`config.mk`:
```
export PLATFORM = sky130hd
export DESIGN_NAME = clk_div_prog_flat
export DESIGN_NICKNAME = d
export VERILOG_FILES = /design/src/rtl/clk_div_pkg.sv /design/src/rtl/clk_div_prog_if.sv /design/src/rtl/clk_div_chan.sv /design/src/rtl/clk_div_prog.sv /design/src/flat_wrapper.sv
export SDC_FILE = /design/constraint.sdc
export NUM_CORES = 1
export LEC_CHECK = 0
export CAP_MARGIN = 20
export CORE_ASPECT_RATIO = 2
export CORE_UTILIZATION = 60
export DETAILED_ROUTE_END_ITERATION = 8
export MAX_ROUTING_LAYER = met4
export PLACE_DENSITY = 0.89
export SYNTH_ARGS = -nofsm -noshare
export SYNTH_HDL_FRONTEND = slang
export SYNTH_HIERARCHICAL = 1
export SYNTH_SLANG_ARGS = --single-unit
```
`constraint.sdc`:
```
create_clock -name clk -period 4.5 [get_ports clk]
set_input_delay 0.45 -clock clk [delete_from_list [all_inputs] [get_ports clk]]
set_output_delay 0.45 -clock clk [all_outputs]
set_load 0.01 [all_outputs]
```
`src/rtl/clk_div_pkg.sv`:
```
`default_nettype none
// ============================================================================
//  Module      : clk_div_pkg
//  Description : Shared constants and helpers for the programmable clock
//                divider: minimum running divisor, high-time computation and
//                channel-index width.
//  Revision    : 1.0 - initial release
// ============================================================================
package clk_div_pkg;

    // Smallest divisor that keeps a channel running; 0 and 1 stop it.
    localparam int MIN_DIV = 2;

    // Width of a channel index, never narrower than one bit.
    function automatic int ch_idx_w(input int n);
        return (n > 1) ? $clog2(n) : 1;
    endfunction

    // Number of high cycles in one period of divisor d (rounded up).
    function automatic logic [31:0] half_up(input logic [31:0] d);
        return (d + 32'd1) >> 1;
    endfunction

endpackage
`default_nettype wire

```
`src/rtl/clk_div_prog_if.sv`:
```
`default_nettype none
// ============================================================================
//  Module      : clk_div_prog_if
//  Description : Control/config/output bundle of the programmable divider.
//                master : en, sync, cfg_valid, cfg_ch, cfg_div -> divider
//                         cfg_ready, div_clk, tick            <- divider
//                slave  : the divider side of the same signals.
//  Revision    : 1.0 - initial release
// ============================================================================
interface clk_div_prog_if #(
    parameter int N_CH  = 4,
    parameter int CNT_W = 8
);
    import clk_div_pkg::*;

    localparam int CH_W = ch_idx_w(N_CH);

    logic [N_CH-1:0]  en;
    logic             sync;
    logic             cfg_valid;
    logic [CH_W-1:0]  cfg_ch;
    logic [CNT_W-1:0] cfg_div;
    logic             cfg_ready;
    logic [N_CH-1:0]  div_clk;
    logic [N_CH-1:0]  tick;

    modport master (
        output en, sync, cfg_valid, cfg_ch, cfg_div,
        input  cfg_ready, div_clk, tick
    );

    modport slave (
        input  en, sync, cfg_valid, cfg_ch, cfg_div,
        output cfg_ready, div_clk, tick
    );

endinterface
`default_nettype wire

```
`src/rtl/clk_div_chan.sv`:
```
`default_nettype none
// ============================================================================
//  Module      : clk_div_chan
//  Description : One divider channel. Holds phase, active divisor, pending
//                divisor and pending flag; drives registered div_clk/tick.
//  Ports       : clk, rst      - clock, synchronous active-high reset
//                en            - run enable
//                sync          - restart at phase 0 this edge
//                wr, wr_div    - load pending divisor (only when !pend)
//                pend          - a pending divisor is waiting
//                div_clk, tick - registered divided clock / period strobe
//  Revision    : 1.0 - initial release
// ============================================================================
module clk_div_chan
    import clk_div_pkg::*;
#(
    parameter int CNT_W   = 8,
    parameter int RST_DIV = 2
) (
    input  wire logic             clk,
    input  wire logic             rst,
    input  wire logic             en,
    input  wire logic             sync,
    input  wire logic             wr,
    input  wire logic [CNT_W-1:0] wr_div,
    output logic                  pend,
    output logic                  div_clk,
    output logic                  tick
);

    localparam logic [CNT_W-1:0] C_MIN_DIV = CNT_W'(MIN_DIV);
    localparam logic [CNT_W-1:0] C_RST_DIV = CNT_W'(RST_DIV);
    localparam logic [CNT_W-1:0] C_ONE     = CNT_W'(1);

    // r_ph is the phase that will be shown in the next output cycle, so the
    // output flops can be loaded from it directly on every edge.
    logic [CNT_W-1:0] r_ph;
    logic [CNT_W-1:0] r_a;
    logic [CNT_W-1:0] r_p;
    logic             r_pend;
    logic             r_div_clk;
    logic             r_tick;

    logic             w_run;
    logic [CNT_W-1:0] w_q;
    logic             w_apply;
    logic [CNT_W-1:0] w_a_eff;
    logic [CNT_W-1:0] w_half;
    logic             w_run_eff;
    logic [CNT_W-1:0] w_ph_nxt;
    logic             w_div_nxt;
    logic             w_tick_nxt;
    logic [CNT_W-1:0] w_p_nxt;
    logic             w_pend_nxt;

    assign w_half = CNT_W'(half_up(32'(w_a_eff)));

    always_comb begin
        w_run   = en && (r_a >= C_MIN_DIV);
        // sync forces the phase shown after this edge back to 0.
        w_q     = sync ? '0 : r_ph;
        // A pending divisor lands either immediately when stopped, or exactly
        // at the start of a new period (natural wrap or sync), never mid-period.
        w_apply = r_pend && (!w_run || (w_q == '0));
        w_a_eff = w_apply ? r_p : r_a;
        // A freshly applied divisor below 2 stops the channel at once.
        w_run_eff = w_run && (w_a_eff >= C_MIN_DIV);

        w_ph_nxt   = '0;
        w_div_nxt  = 1'b0;
        w_tick_nxt = 1'b0;
        if (w_run_eff) begin
            w_ph_nxt   = (w_q == (w_a_eff - C_ONE)) ? '0 : (w_q + C_ONE);
            w_div_nxt  = (w_q < w_half);
            w_tick_nxt = (w_q == '0);
        end

        w_pend_nxt = r_pend;
        w_p_nxt    = r_p;
        if (w_apply) begin
            w_pend_nxt = 1'b0;
        end else if (wr && !r_pend) begin
            w_pend_nxt = 1'b1;
            w_p_nxt    = wr_div;
        end
    end

    always_ff @(posedge clk) begin
        if (rst) begin
            r_ph      <= '0;
            r_a       <= C_RST_DIV;
            r_p       <= '0;
            r_pend    <= 1'b0;
            r_div_clk <= 1'b0;
            r_tick    <= 1'b0;
        end else begin
            r_ph      <= w_ph_nxt;
            r_a       <= w_a_eff;
            r_p       <= w_p_nxt;
            r_pend    <= w_pend_nxt;
            r_div_clk <= w_div_nxt;
            r_tick    <= w_tick_nxt;
        end
    end

    assign pend    = r_pend;
    assign div_clk = r_div_clk;
    assign tick    = r_tick;

endmodule
`default_nettype wire

```
`src/rtl/clk_div_prog.sv`:
```
`default_nettype none
// ============================================================================
//  Module      : clk_div_prog
//  Description : Programmable multi-channel clock divider. N_CH independent
//                channels with run-time divisors applied at period
//                boundaries, plus a global sync restart.
//  Ports       : clk, rst - clock, synchronous active-high reset
//                bus      - slave side of clk_div_prog_if (en, sync, config
//                           handshake, div_clk, tick)
//  Revision    : 1.0 - initial release
// ============================================================================
module clk_div_prog
    import clk_div_pkg::*;
#(
    parameter int N_CH    = 4,
    parameter int CNT_W   = 8,
    parameter int RST_DIV = 2
) (
    input  wire logic       clk,
    input  wire logic       rst,
    clk_div_prog_if.slave   bus
);

    localparam int CH_W = ch_idx_w(N_CH);

    logic [N_CH-1:0] w_pend;
    logic [N_CH-1:0] w_wr;
    logic [N_CH-1:0] w_div_clk;
    logic [N_CH-1:0] w_tick;
    logic            w_ch_ok;
    logic            w_ready;

    // Out-of-range channel numbers are always ready; the write is dropped
    // because no channel decodes it.
    assign w_ch_ok = (32'(bus.cfg_ch) < N_CH);
    assign w_ready = w_ch_ok ? !w_pend[bus.cfg_ch] : 1'b1;

    generate
        for (genvar gi = 0; gi < N_CH; gi++) begin : g_chan
            assign w_wr[gi] = bus.cfg_valid && w_ready &&
                              (bus.cfg_ch == CH_W'(gi));

            clk_div_chan #(
                .CNT_W   (CNT_W),
                .RST_DIV (RST_DIV)
            ) u_chan (
                .clk     (clk),
                .rst     (rst),
                .en      (bus.en[gi]),
                .sync    (bus.sync),
                .wr      (w_wr[gi]),
                .wr_div  (bus.cfg_div),
                .pend    (w_pend[gi]),
                .div_clk (w_div_clk[gi]),
                .tick    (w_tick[gi])
            );
        end
    endgenerate

    assign bus.cfg_ready = w_ready;
    assign bus.div_clk   = w_div_clk;
    assign bus.tick      = w_tick;

endmodule
`default_nettype wire
```
`src/flat_wrapper.sv`:
```
// flat-port wrapper written by rule: the top's interface ports become plain ports
module clk_div_prog_flat import clk_div_pkg::*;
#(
    parameter int N_CH    = 4,
    parameter int CNT_W   = 8,
    parameter int RST_DIV = 2
)
  (clk, rst, bus_en, bus_sync, bus_cfg_valid, bus_cfg_ch, bus_cfg_div, bus_cfg_ready, bus_div_clk, bus_tick);
  clk_div_prog_if #(.N_CH(N_CH), .CNT_W(CNT_W)) bus_i ();
  input  wire logic clk;
  input  wire logic rst;
  input wire logic [$bits(bus_i.en)-1:0] bus_en;
  input wire logic [$bits(bus_i.sync)-1:0] bus_sync;
  input wire logic [$bits(bus_i.cfg_valid)-1:0] bus_cfg_valid;
  input wire logic [$bits(bus_i.cfg_ch)-1:0] bus_cfg_ch;
  input wire logic [$bits(bus_i.cfg_div)-1:0] bus_cfg_div;
  output wire logic [$bits(bus_i.cfg_ready)-1:0] bus_cfg_ready;
  output wire logic [$bits(bus_i.div_clk)-1:0] bus_div_clk;
  output wire logic [$bits(bus_i.tick)-1:0] bus_tick;
  assign bus_i.en = bus_en;
  assign bus_i.sync = bus_sync;
  assign bus_i.cfg_valid = bus_cfg_valid;
  assign bus_i.cfg_ch = bus_cfg_ch;
  assign bus_i.cfg_div = bus_cfg_div;
  assign bus_cfg_ready = bus_i.cfg_ready;
  assign bus_div_clk = bus_i.div_clk;
  assign bus_tick = bus_i.tick;
  clk_div_prog #(.N_CH(N_CH), .CNT_W(CNT_W), .RST_DIV(RST_DIV)) u_core (.clk(clk), .rst(rst), .bus(bus_i));
endmodule
```
==> results of run 1 <==
==> worst min-delay path, stage by stage (launching register included) <==
cell	delay, ps
dfxtp_1	330
nand2_1	60
a21oi_1	50
==> cell families after synthesis <==
kind of cell / count (synthesis) / share of synthesized area
simple gates: 374 / 0.257
compound gates: 230 / 0.242
flops: 108 / 0.276
xor+xnor: 82 / 0.0915
buf+inv: 63 / 0.0308
fa+ha+maj: 48 / 0.0766
mux: 19 / 0.0271
==> area by class of cell <==
type	instances	area share
Tap cell	150	0.0216
Sequential cell	108	0.249
Clock inverter	7	0.00851
Timing Repair Buffer	54	0.0531
Clock buffer	9	0.0260
Inverter	33	0.0143
Multi-Input combinational cell	753	0.627
==> report_power, final <==
group / leakage, nW / switching [mW] / internal (mW)
logic: 2.15 / 0.177 / 0.126
registers: 0.876 / 0.0207 / 0.977
clock network: 0.148 / 0.413 / 0.396
total: 3.18 / 0.610 / 1.50
==> sequential cells by signal, indices dropped and copies added (netlist names) <==
| register | count |
|---|---|
| u_core/g_chan.u_chan/div_clk | 4 |
| u_core/g_chan.u_chan/r_a | 32 |
| u_core/g_chan.u_chan/r_p | 32 |
| u_core/g_chan.u_chan/tick | 4 |
| u_core/g_chan.u_chan/r_ph | 32 |
| u_core/g_chan.u_chan/pend | 4 |
==> final timing paths <==
check,depth (start not counted),slack [ps],to
setup / recovery,18,570,u_core/g_chan[0].u_chan/div_clk
hold / removal,2,480,u_core/g_chan[0].u_chan/r_p[7]
setup reg to reg,15,640,u_core/g_chan[0].u_chan/div_clk
hold reg to reg,2,480,u_core/g_chan[0].u_chan/r_p[7]
==> cells in the final DEF (no fill, tap or decap), types with 8 or more instances in the layout <==
| cell type | netlist | routed |
|---|---|---|
| o21a_1 | 12 | 12 |
| xnor2_1 | 49 | 49 |
| nand3_1 | 36 | 36 |
| a31oi_1 | 10 | 10 |
| or4_4 | 9 | 9 |
| nor3b_1 | 8 | 8 |
| a21o_1 | 9 | 9 |
| clkdlybuf4s50_1 | 0 | 24 |
| ha_1 | 48 | 48 |
| a21boi_0 | 8 | 8 |
| xor2_1 | 33 | 33 |
| and3_1 | 9 | 9 |
| mux2_2 | 8 | 8 |
| nand2_1 | 104 | 104 |
| inv_1 | 33 | 33 |
| nor2b_1 | 31 | 31 |
| a211oi_1 | 18 | 18 |
| o21ai_1 | 10 | 10 |
| buf_4 | 0 | 28 |
| nor2_1 | 73 | 73 |
| nor4_1 | 8 | 8 |
| o21ai_0 | 11 | 11 |
| dfxtp_1 | 108 | 108 |
| a21oi_1 | 69 | 69 |
| nand2b_1 | 20 | 20 |
| mux2i_1 | 10 | 10 |
| or3_1 | 18 | 18 |
| nor3_1 | 15 | 15 |
| clkbuf_16 | 0 | 9 |
==> routing by layer <==
metal	part of all wire	wire (um)	vias to the layer above
met5	0	0	-
met4	0.064	1330	0
met3	0.038	788	104
met2	0.55	11300	258
met1	0.35	7310	3428
li1	-	-	3404
==> metrics.txt, run 1 <==
status=finished clean; Vias/cell=6.46; core area=between 10000 and 15000 um2; IO Count=27; cts bufs inserted=9; post-synthesis cell area=7850 um2; max incr delay on CP=430 ps; crit path cell chain=buf_2 -> nand2b_1 -> ha_1 -> nand2b_1 -> o311ai_4 -> o21ai_1 -> mux2i_1 -> inv_1 -> ha_1 -> xor2_1 -> ha_1 -> a21boi_0 -> o21a_1 -> o21a_1 -> o21a_1 -> o21ai_0 -> a21oi_1 -> a211oi_1; gpl congestion=between 1 and 1.5; R2R Path Start=u_core/g_chan[0].u_chan/r_a[4]; DP Area=between 8000 and 9000 um2; RSZ-0062 raised after global routing=false; hold_ws=481 ps; critical path arrival=~4200 ps; hold_buf cts=0; leading post-synthesis cells by instance count=108 x dfxtp_1, 104 x nand2_1, 73 x nor2_1; top_reg_cell synth=dfxtp_1; crit path capture type=flop; Layout fillers=993; CP startpoint=bus_sync; Worst Setup Slack, final=565 ps; initial antenna violation count=0; Final Skew=between 10 and 15 ps; FF+latch area=2160 um2; drt drc=0; Worst-Skew Late Latency=360 ps; Worst Max-Slew Pin Slew=831 ps; CP required=4770 ps; post-route design area=8670 um2; Port-buffer cells=26; Sink Count=between 100 and 150; CTS clk-pin slew, worst paths=80 ps; layout cells sized above 1=0.131; Post-Synthesis Cells=924; vias in the first global route=7234; kind of critical path=primary input to flop; antenna viol nets, final=0; DIE AREA=13600 um2; Place WS=284 ps; GRT busiest layer=met2; Final min period=3930 ps; Syn Nets=990; Nets=1025; GRT Overall Usage=0.319; initial core utilization=0.621; startpoint types=primary input; Resized cells post-CTS=0; clock tree buffer depth=2; final wirelength=20800 um; post-synth cell types=81; largest area contributor in the netlist=dfxtp_1; # rows=58; P_leak=3.18 nW; cell family with most CP delay=compound AO/OA/AOI/OAI gates; Iteration-0 DRC Markers=469; number of flops mapped to enable cells by yosys=0; largest net degree at the start of global routing=44; WP buf/inv=2; area of the multi-input gates=5440 um2; max capacitance violation total=0; share of the synthesized area in the top cell type=0.276; setup TNS=0 ps; grt ovf=0; first-pass GRT wire length=33700 um; final core utilization=0.687; Hold Startpoint=u_core/g_chan[0].u_chan/r_p[7]; H-tree depth=3; fmax=254 MHz; drt pass-1 iters=5; final std cells w/o fill=1114; dpl hpwl=15800 um; Vias=slightly above 7000; grt met3 use=0.0367; Die W=82.9 um; met1 usage=0.296; asr flop ratio synth=0; Setup Buffers After CTS=0; VDD IR max=214 uV; YS warnings=6; Clk Tree Root Cell=clkbuf_16; HP Class=flop to flop; DR WL/cell=18.6 um; met2 Use GR=0.597; Antenna Cells=0; Vert. Die Dim=between 150 and 200 um; P&R area growth vs syn=10.6%; maximum net fanout on the critical path=26; largest cells by area after synthesis=dfxtp_1 28%, ha_1 7.7%, xnor2_1 5.5%; Fin. Hold Viols=0; most frequent cell after synthesis=dfxtp_1; syn avg cell area=~8.5 um2; post-synthesis sequential element count=between 100 and 150; setup violators final=0; Power Total=2.11 mW; crit share post-route=0.874; fin. max-slew vios=0; Crit-path slowest cell=buf_2; Slew headroom=0.446; CTS tree=done; Inst Count DP=1098; pwr dens=243 nW/um2; post-synthesis sequential area ratio=0.276
Power figures use the tool's default switching activity.
==> run 2, diff against run 1 <==
PLACE_DENSITY = 0.79   (was 0.89)
==> run 2 against run 1 <==
Effect of this change:
- final area increased by 0.19%
- power grew 3.4%
- clock skew down 6.4 ps
- maximum frequency is 2.0% higher
- largest cell class unchanged
==> metrics.txt, run 2 (synthesized netlist as in run 1, its figures left out) <==
Slew headroom=0.465 (+0.0196); CP required=4770 ps (about the same); clock tree buffer depth=2 (unchanged); crit path capture type=flop; VDD IR max=204 uV (-4.5%); Worst-Skew Late Latency=350 ps (about the same); Vias/cell=6.32 (-2.1%); Clk Tree Root Cell=clkbuf_16; Worst Max-Slew Pin Slew=802 ps (-29.4 ps); Nets=1024 (-0.098%); max capacitance violation total=0 (unchanged); Iteration-0 DRC Markers=362 (-23%); startpoint types=primary input; Fin. Hold Viols=0 (unchanged); Inst Count DP=1097 (-0.091%); status=finished clean; RSZ-0062 raised after global routing=false; pwr dens=251 nW/um2 (+3.2%); kind of critical path=primary input to flop; P&R area growth vs syn=10.8%; Setup Buffers After CTS=0 (unchanged); vias in the first global route=7111 (-1.7%); dpl hpwl=15600 um (-1.7%); post-route design area=8690 um2 (+0.19%); P_leak=3.18 nW (about the same); DP Area=8370 um2 (about the same); maximum net fanout on the critical path=20 (-23%); cts bufs inserted=9 (unchanged); crit share post-route=0.858 (-0.0168); layout cells sized above 1=0.129 (-0.00181); DR WL/cell=18.4 um (-1.5%); critical path arrival=4130 ps (-80 ps); setup violators final=0 (unchanged); initial core utilization=0.621 (unchanged); final std cells w/o fill=1112 (-0.18%); Final Skew=7.85 ps (-6.45 ps); drt drc=0 (unchanged); fmax=259 MHz (+2.0%); setup TNS=0 ps (unchanged); antenna viol nets, final=0 (unchanged); IO Count=27 (unchanged); drt pass-1 iters=5 (unchanged); fin. max-slew vios=0 (unchanged); CTS clk-pin slew, worst paths=70 ps (about the same); Vert. Die Dim=164 um (unchanged); Final min period=3860 ps (-75.6 ps); final wirelength=20400 um (-1.7%); grt ovf=0 (unchanged); Sink Count=108 (unchanged); most frequent cells in the layout=108 x dfxtp_1, 104 x nand2_1, 73 x nor2_1, 69 x a21oi_1, 49 x xnor2_1; HP Class=flop to flop; gpl congestion=0.983 (-2.9%); initial antenna violation count=0 (unchanged); largest net degree at the start of global routing=43 (-2.3%); H-tree depth=3 (unchanged); Vias=7027 (-2.3%); # rows=58 (unchanged); GRT Overall Usage=0.316 (-0.00297); Antenna Cells=0 (unchanged); CTS tree=done; largest registers=u_core/g_chan.u_chan/r_a x32, u_core/g_chan.u_chan/r_p x32, u_core/g_chan.u_chan/r_ph x32; leading cell type in the layout, fill and taps excluded=dfxtp_1; DIE AREA=13600 um2 (unchanged); Port-buffer cells=26 (unchanged); first-pass GRT wire length=33700 um (about the same); hold_buf cts=0 (unchanged); core area=12600 um2 (unchanged); Die W=82.9 um (unchanged); Resized cells post-CTS=0 (unchanged)
run 2: changes by cell type in the layout (fill, tap and decap cells not counted):
cell        change
inv_6           -3
bufinv_16       +2
buf_4           -1
clkinv_8        -1
clkinv_4        -1
clkinvlp_4      +2
run 2: critical path, cell delays in order:
cell and delay (ps):
buf_2 350, nand2b_1 240, ha_1 230, nand2b_1 130
o311ai_4 340, o21ai_1 250, mux2i_1 260, inv_1 90
ha_1 220, xor2_1 180, ha_1 300, a21boi_0 140
o21a_1 180, o21a_1 160, o21a_1 160, o21ai_0 160
a21oi_1 90, a211oi_1 220
run 2: through the flow:
step	setup WS (ps)	hold WS (ps)	power, mW	utilization
after global placement	414	452	1.31	0.663
after CTS	660	469	2.19	0.688
after global routing	304	492	2.26	0.688
after floorplan	517	437	1.21	-
after detailed placement	292	458	1.32	0.663
final	641	472	2.18	0.688
run 2: final timing paths:
path / start / end / slack (ps) / depth (start not counted)
worst max register to register: u_core/g_chan[0].u_chan/r_a[4] / u_core/g_chan[0].u_chan/div_clk / 670 / 15
worst min register to register: u_core/g_chan[1].u_chan/r_p[7] / u_core/g_chan[1].u_chan/r_p[7] / 470 / 2
worst min-delay path: u_core/g_chan[1].u_chan/r_p[7] / u_core/g_chan[1].u_chan/r_p[7] / 470 / 2
worst max-delay path: bus_sync / u_core/g_chan[1].u_chan/div_clk / 640 / 18
run 2: power by group:
part | leakage (nW) | switching [mW] | internal [mW]
Clock | 0.152 | 0.389 | 0.493
Combinational | 2.15 | 0.176 | 0.126
Sequential | 0.876 | 0.0204 | 0.977
Total | 3.18 | 0.586 | 1.60
run 2: layer usage:
metal,vias up,track usage,routed length [um],part of all wire
li1,3398,-,-,-
met1,3343,0.305,7380,0.36
met2,198,0.580,11100,0.54
met3,88,0.0427,723,0.035
met4,0,0.215,1240,0.061
met5,-,-,0,0
run 2: cell type report:
class / instances / area (um2)
Sequential cell: 108 / 2160
Inverter: 33 / 124
Tap cell: 150 / 188
Timing Repair Buffer: 53 / 453
Clock inverter: 6 / 97.6
Fill cell: 1038 / 3940
Clock buffer: 9 / 225
Multi-Input combinational cell: 753 / 5440
==> run 3, diff against run 2 <==
CORE_UTILIZATION = 50   (was 60)
PLACE_DENSITY = 0.68   (was 0.79)
SLEW_MARGIN = 15   (was default)
==> run 3 against run 2 <==
Effect of this change:
- maximum frequency about the same
- sequential power about the same
- critical path depth increased by 2
- critical path type unchanged
- largest cell class unchanged
- largest power group unchanged
==> metrics.txt, run 3 (synthesized netlist as in run 1, its figures left out) <==
Net Sw Power=0.575 mW (-1.8%); max capacitance violation total=0 (unchanged); Antenna Cells=0 (unchanged); Crit-path slowest cell=ha_1; RSZ-0062 raised after global routing=false; startpoint types=primary input; Resized cells post-CTS=0 (unchanged); layout cells sized above 1=0.129 (-0.000267); Flop pwr share=0.472 (+0.015); hold_buf cts=0 (unchanged); sw frac=0.272 (+0.00362); GRT Overall Usage=0.272 (-0.0440); vias in the first global route=6919 (-2.7%); gpl congestion=0.954 (-2.9%); Final min period=3860 ps (+0.254 ps); largest net degree at the start of global routing=38 (-12%); first-pass GRT wire length=33800 um (+0.23%); Worst Setup Slack, final=641 ps (-0.254 ps); Final Skew=8.08 ps (+0.238 ps); Port-buffer cells=26 (unchanged); leading cell type in the layout, fill and taps excluded=dfxtp_1; Fin. Hold Viols=0 (unchanged); Pint=1.54 mW (-3.6%); Vias/cell=5.98 (-5.4%); crit path capture type=flop; initial core utilization=0.513 (-0.108); Vert. Die Dim=179 um (+9.4%); final wirelength=21100 um (+3.3%); CTS tree=done; CP required=4800 ps (+30 ps); Clk Tree Root Cell=clkbuf_16; cts bufs inserted=9 (unchanged); Power Total=2.11 mW (-3.1%); Comb pwr share=0.142 (+0.004); DR WL/cell=18.1 um (-1.2%); kind of critical path=primary input to flop; grt ovf=0 (unchanged); HP Class=flop to flop; Setup Buffers After CTS=0 (unchanged); crit share post-route=0.858 (about the same); Slew headroom=0.456 (-0.00963); antenna viol nets, final=0 (unchanged); initial antenna violation count=0 (unchanged); Worst-Skew Late Latency=360 ps (about the same); Clock power frac=0.386 (-0.018); H-tree depth=3 (unchanged); core area=15300 um2 (+21%); status=finished clean; Place WS=287 ps (-4.84 ps); Worst Max-Slew Pin Slew=815 ps (+13.3 ps); clock tree buffer depth=2 (unchanged); dpl hpwl=16400 um (+5.7%); VDD IR max=200 uV (-2.4%); maximum net fanout on the critical path=24 (+20%); Sink Count=108 (unchanged); fin. max-slew vios=0 (unchanged); setup violators final=0 (unchanged); drt pass-1 iters=5 (unchanged); Die W=90.6 um (+9.3%); # rows=64 (+10%); Nets=1025 (+0.098%); Vias=6943 (-1.2%); drt drc=0 (unchanged); Iteration-0 DRC Markers=282 (-22%); CTS clk-pin slew, worst paths=70 ps (about the same); crit path cell chain=buf_2 -> nor2b_1 -> inv_1 -> ha_1 -> a21bo_2 -> a31oi_4 -> nand2_4 -> nand2_1 -> mux2i_1 -> inv_1 -> ha_1 -> xor2_1 -> ha_1 -> a21boi_0 -> o21a_1 -> o21a_1 -> o21a_1 -> o21ai_0 -> a21oi_1 -> a21oi_1; largest registers=u_core/g_chan.u_chan/r_a x32, u_core/g_chan.u_chan/r_p x32, u_core/g_chan.u_chan/r_ph x32; pwr dens=242 nW/um2 (-3.5%); DIE AREA=16200 um2 (+20%); critical path arrival=4160 ps (+30 ps); P&R area growth vs syn=11.3%; setup TNS=0 ps (unchanged); max incr delay on CP=280 ps (-70 ps); most frequent cells in the layout=108 x dfxtp_1, 104 x nand2_1, 73 x nor2_1, 69 x a21oi_1, 49 x xnor2_1; fmax=259 MHz (about the same); final core utilization=0.571 (-0.118); IO Count=27 (unchanged); P_leak=3.17 nW (-0.14%)
==> run 3: power by group through the flow <==
stage | Clock, mW | Combinational [mW] | Sequential, mW
finish | 0.816 | 0.301 | 0.997
global route | 0.863 | 0.327 | 1.00
detailed placement | 0 | 0.300 | 1.02
global placement | 0 | 0.299 | 1.02
CTS | 0.835 | 0.302 | 0.997
floorplan | 0 | 0.201 | 1.01
==> run 3: metrics by stage <==
step	std cells	hold WS, ps	cell area (um2)
3_5_place_dp	1146	461	8440
2_1_floorplan	924	437	7850
5_1_grt	1162	488	8730
6_report	1162	473	8730
4_1_cts	1162	472	8730
3_3_place_gp	1146	456	8440
==> run 3: area by class of cell <==
| class | instances | area (um2) |
|---|---|---|
| clock buffer | 11 | 233 |
| clock inverter | 5 | 60.1 |
| fill | 1425 | 6570 |
| inverter | 33 | 124 |
| multi-input combinational | 753 | 5440 |
| sequential | 108 | 2160 |
| tap | 198 | 248 |
| timing repair buffer | 54 | 460 |
==> run 3: worst paths after layout <==
kind	depth (start not counted)	end	slack, ps	startpoint
setup / recovery	20	u_core/g_chan[2].u_chan/div_clk	640	bus_sync
hold / removal	2	u_core/g_chan[0].u_chan/r_p[1]	470	u_core/g_chan[0].u_chan/r_p[1]
setup reg to reg	15	u_core/g_chan[0].u_chan/div_clk	660	u_core/g_chan[0].u_chan/r_a[4]
hold reg to reg	2	u_core/g_chan[0].u_chan/r_p[1]	470	u_core/g_chan[0].u_chan/r_p[1]
==> run 3: critical path: cells and delay by family <==
family          cells  cell delay [ps]
xor+xnor            1              170
buf+inv             3              470
fa+ha+maj           3              720
simple gates        3              560
mux                 1              270
compound gates      9             1500
==> run 3: per-layer routing <==
metal / GRT usage / wire, um
met4: 0.167 / 1040
met1: 0.246 / 7690
met2: 0.535 / 11900
met3: 0.0267 / 475
met5: - / 0
